--- config.mk ---
export PLATFORM = sky130hd
export DESIGN_NAME = ser_xmt
export DESIGN_NICKNAME = d
export VERILOG_FILES = /design/src/rtl/ser_pkg.sv /design/src/rtl/ser_baud_cnt.sv /design/src/rtl/ser_xmt.sv
export SDC_FILE = /design/constraint.sdc
export NUM_CORES = 1
export LEC_CHECK = 0
export ABC_AREA = 0
export CAP_MARGIN = 20
export CORE_UTILIZATION = 36
export CTS_CLUSTER_SIZE = 24
export DETAILED_ROUTE_END_ITERATION = 8
export GPL_ROUTABILITY_DRIVEN = 0
export GPL_TIMING_DRIVEN = 0
export SYNTH_ARGS = -nofsm -noshare
export SYNTH_HDL_FRONTEND = slang
export SYNTH_SLANG_ARGS = --single-unit
--- constraint.sdc ---
create_clock -name clk -period 3.6 [get_ports clk]
set_input_delay 0.36 -clock clk [delete_from_list [all_inputs] [get_ports clk]]
set_output_delay 0.36 -clock clk [all_outputs]
set_load 0.02 [all_outputs]
--- src/rtl/ser_pkg.sv ---
// ser_pkg: shared constants, state encoding and timing helper for the ser transmitter/receiver pair.
// Rev 1.0
`default_nettype none

package ser_pkg;

  localparam int DEF_CLK_HZ = 50_000_000;
  localparam int DEF_BAUD   = 2000;
  localparam int CNT_W      = 32;

  localparam int   DATA_BITS   = 8;
  localparam logic START_LEVEL = 1'b0;
  localparam logic STOP_LEVEL  = 1'b1;
  localparam logic IDLE_LEVEL  = 1'b1;

  typedef enum logic [1:0] {
    IDLE  = 2'd0,
    START = 2'd1,
    DATA  = 2'd2,
    STOP  = 2'd3
  } ser_state_t;

  // Clocks per bit; callers must keep the result >= 2.
  function automatic int bit_clocks(input int clk_hz, input int baud);
    return clk_hz / baud;
  endfunction

endpackage

`default_nettype wire

--- src/rtl/ser_baud_cnt.sv ---
// ser_baud_cnt: loadable down-counter that holds at zero and flags zero as a one-cycle tick.
// Rev 1.0
`default_nettype none

module ser_baud_cnt #(
  parameter int WIDTH = 32
) (
  input  logic             clk,
  input  logic             rst_n,
  input  logic             load,
  input  logic [WIDTH-1:0] load_val,
  output logic             tick
);

  logic [WIDTH-1:0] count;

  always_ff @(posedge clk or negedge rst_n) begin
    if (!rst_n) begin
      count <= '0;
    end else if (load) begin
      count <= load_val;
    end else if (count != '0) begin
      count <= count - WIDTH'(1);
    end
  end

  // Loading N-1 on a boundary yields a tick after exactly N cycles.
  assign tick = (count == '0);

endmodule

`default_nettype wire

--- src/rtl/ser_xmt.sv ---
// ser_xmt: 8N1 LSB-first serial transmitter with a one-byte holding register for gapless frames.
// Rev 1.0
`default_nettype none

module ser_xmt
  import ser_pkg::*;
#(
  parameter int CLK_HZ     = DEF_CLK_HZ,
  parameter int BAUD       = DEF_BAUD,
  parameter int BIT_CLOCKS = bit_clocks(CLK_HZ, BAUD)
) (
  input  logic       clk,
  input  logic       reset,
  input  logic       wr,
  input  logic [7:0] parallel_in,
  output logic       ready,
  output logic       busy,
  output logic       serial_out
);

  localparam logic [CNT_W-1:0] RELOAD = CNT_W'(BIT_CLOCKS - 1);

  ser_state_t state, state_nxt;

  logic [7:0] hold_data;
  logic       hold_full;
  logic [7:0] shreg, shreg_nxt;
  logic [2:0] bit_idx, bit_idx_nxt;
  logic       line_nxt;
  logic       take;
  logic       cnt_load;
  logic       tick;
  logic       accept;

  assign accept = wr & ~hold_full;
  assign ready  = ~hold_full;
  assign busy   = (state != IDLE);

  ser_baud_cnt #(
    .WIDTH(CNT_W)
  ) u_baud_cnt (
    .clk     (clk),
    .rst_n   (reset),
    .load    (cnt_load),
    .load_val(RELOAD),
    .tick    (tick)
  );

  always_comb begin
    state_nxt   = state;
    shreg_nxt   = shreg;
    bit_idx_nxt = bit_idx;
    line_nxt    = serial_out;
    take        = 1'b0;
    cnt_load    = 1'b0;
    case (state)
      IDLE: begin
        line_nxt = IDLE_LEVEL;
        if (hold_full) begin
          take      = 1'b1;
          cnt_load  = 1'b1;
          shreg_nxt = hold_data;
          line_nxt  = START_LEVEL;
          state_nxt = START;
        end
      end
      START: begin
        if (tick) begin
          cnt_load    = 1'b1;
          bit_idx_nxt = 3'd0;
          line_nxt    = shreg[0];
          shreg_nxt   = shreg >> 1;
          state_nxt   = DATA;
        end
      end
      DATA: begin
        if (tick) begin
          cnt_load = 1'b1;
          if (bit_idx == 3'(DATA_BITS - 1)) begin
            line_nxt  = STOP_LEVEL;
            state_nxt = STOP;
          end else begin
            bit_idx_nxt = bit_idx + 3'd1;
            line_nxt    = shreg[0];
            shreg_nxt   = shreg >> 1;
          end
        end
      end
      STOP: begin
        if (tick) begin
          // A byte already queued before this edge chains straight into the next start bit.
          if (hold_full) begin
            take      = 1'b1;
            cnt_load  = 1'b1;
            shreg_nxt = hold_data;
            line_nxt  = START_LEVEL;
            state_nxt = START;
          end else begin
            line_nxt  = IDLE_LEVEL;
            state_nxt = IDLE;
          end
        end
      end
      default: begin
        line_nxt  = IDLE_LEVEL;
        state_nxt = IDLE;
      end
    endcase
  end

  always_ff @(posedge clk or negedge reset) begin
    if (!reset) begin
      state      <= IDLE;
      serial_out <= IDLE_LEVEL;
      shreg      <= '0;
      bit_idx    <= '0;
      hold_full  <= 1'b0;
      hold_data  <= '0;
    end else begin
      state      <= state_nxt;
      serial_out <= line_nxt;
      shreg      <= shreg_nxt;
      bit_idx    <= bit_idx_nxt;
      if (take) begin
        hold_full <= 1'b0;
      end else if (accept) begin
        hold_full <= 1'b1;
        hold_data <= parallel_in;
      end
    end
  end

endmodule

`default_nettype wire

==> results.cfg <==
[global_routing]
grt_pass1_vias = 2399
grt_first_pass_wirelength_um = 11700
antenna_found_initial = 0
grt_overflow_total = 0
grt_max_degree = 39
grt_usage_pct = 16.6

[placement]
numPortBuffers = 13
dp_hpwl_um = 4700

[die]
core_area_um2 = 8220
die_y_um = 94.4
rows = 33
start_util_pct = 37.4
fp.dieArea_um2 = 8900
die-width_um = 94.4
io_pins = 14

[setup_path]
cp_max_fo = 10
worstSetupPathType = reg2reg
end_kind = flip-flop
reg2reg_slack_ps = 570
cp.required_ps = 3850
start_kind = flip-flop
arrival_ps = 3280

[synth]
netlist_instances = 304
avgSynthCellArea_um2 = 10.1
netlist.top_cell.by_area = dfrtp_1
synth_fp_nets = 323
synth_edf_count = 0
synth-main-ff-cell = dfrtp_1
synthTopCellsByCount = dfrtp_1 (54), a21oi_1 (28), mux2_2 (24)
synth.top_cell.area_share_pct = 44.0
synth-seq-cells = 55
synth.distinct_cells = 47
syn-cell-area_um2 = 3070
async_reset_ff_share_pct = 100
synth_area_leaders = dfrtp_1 (44%), mux2_2 (8.8%), a21oi_1 (4.6%), o31ai_1 (3.7%), or4_1 (3.7%)
yosysMostFrequentCell = dfrtp_1
seq_area_frac_synth_pct = 44.9
yosys_warnings = 0

[sta]
fin_crit_sh_pct = 84.1
max_slew.worst_pin.slew_ps = 609
setup_viol = 0
grt_setup_unrepaired = false
min_period_ps = 3030
timing.fmax_mhz = 330
finClkSkew_ps = 4.69
setup_tns_ps = 0
drv_slew = 0
slew_headroom_pct = 59.1
hold_viol = 0

[final_layout]
syn_to_final_growth_pct = 12.4
diodes = 0
seq_area_um2 = 1380
fillerInstances = 816
drive_above_1_share_pct = 18.3
fin_nets = 345
multi_input_area_um2 = 1590
finish.utilization_pct = 42.0

[status]
status = complete, no violations

[power]
power_uw = 2190
intPower_uw = 1380
power_frac_comb_pct = 43.3
leakagePower_uw = 0.00140
seq_power_share_pct = 40.2
powerDensity_nw_per_um2 = 634
p_switching_uw = 812
p_clk_share_pct = 16.6
vdd_drop_max_mv = 0.458
swShare_pct = 37.1

[clocking]
cts-root-buf = clkbuf_8
cts_tree = done
clock_sinks = 55
htree_levels = 2
clkSlewWorstSetupHoldPaths_ps = 110
cts_made_buffers = 5
cts_buffer_depth = 2
worst_skew_pair.late_latency_ps = 320

[detailed_routing]
dr.pass1.iters = 4
vias = 2465
drc_errors = 0
viasPerCell = 5.71
drtIter0Drc = 71
wl_per_cell_um = 15.7
ant_nets = 0
wirelength_um = 6800

[flow_run]
maxCapViolCount = 0

[hold_path]
hold_path_class = in2async
-- power by group through the flow --
stage,clock network [µW],logic (µW),registers (µW)
after floorplan,0,733,867
after global placement,0,927,885
after detailed placement,0,948,893
after CTS,377,955,880
after global routing,404,1050,904
final,362,947,879
-- layout make-up --
class,instances,area share (%)
well taps,105,3.81
repair buffers,15,4.50
clock inverters,3,0.725
inverters,6,0.653
flip-flops and latches,55,39.9
clock buffers,5,1.99
multi-input cells,226,46.0
plain buffers,17,2.36
-- placed cells by master (no fill, tap or decap), types with 12 or more instances in the layout --
| cell type | count |
|---|---|
| o21ai_0 | 13 |
| or4_1 | 15 |
| dfrtp_1 | 54 |
| a21oi_1 | 28 |
| nand2_1 | 15 |
| clkdlybuf4s50_1 | 12 |
| o31ai_1 | 15 |
| mux2_2 | 24 |
| nor2_1 | 13 |
| or3_1 | 15 |
-- logic make-up after synthesis --
family	Yosys count	synth area share, %
flops	55	44.9
compound gates	77	16.1
mux	24	8.80
buf+inv	23	3.38
xor+xnor	3	0.856
fa+ha+maj	8	3.26
simple gates	114	22.8
-- per-stage QoR --
step,cells,instance area [µm²],setup slack [ps],hold WS [ps]
floorplan,304,3070,999,64.4
global placement,422,3330,354,487
detailed placement,423,3350,613,335
CTS,432,3450,593,520
global route,432,3450,400,532
finish,432,3450,571,504
-- final timing paths --
kind                                           from                          endpoint  depth (start not counted)
min                                           reset   u_baud_cnt.count[6]$_DFFE_PN0P_                          2
min reg2reg                hold_data[5]$_DFFE_PN0P_          hold_data[5]$_DFFE_PN0P_                          1
min in group clk           hold_data[5]$_DFFE_PN0P_          hold_data[5]$_DFFE_PN0P_                          1
max reg2reg                    state[0]$_DFFE_PN0P_  u_baud_cnt.count[28]$_DFFE_PN0P_                          9
max in group asynchronous                     reset            serial_out$_DFFE_PN1P_                          3
max                            state[0]$_DFFE_PN0P_  u_baud_cnt.count[28]$_DFFE_PN0P_                          9
-- registers in the layout (all words and copies together), names as in the netlist --
name,flops
shreg,8
serial_out,1
u_baud_cnt.count,32
bit_idx,3
hold_data,8
state,2
hold_full,1
-- metal layers --
| layer | vias up | share of wire, % | GRT usage, % |
|---|---|---|---|
| li1 | 1211 | - | - |
| met1 | 1207 | 50 | 22.9 |
| met2 | 40 | 46 | 26.6 |
| met3 | 7 | 3.0 | 2.74 |
| met4 | 0 | 1.0 | 5.13 |
| met5 | - | 0 | 0 |
-- what timing repair did --
action / CTS / global route
endpoints found under the hold margin: 17 / 0
hold buffers: 1 / 0
buffers inserted: 0 / 0
gates resized for setup: 0 / 0
-- critical path, stage by stage, from the launching register on --
cell and delay (ps):
dfrtp_1 430, inv_1 110, ha_1 280, clkbuf_1 400, nor2b_1 370, nor2_1 100, a311o_2 420, clkbuf_8 170
or4_2 530, a21oi_1 150
Power figures use the tool's default switching activity.
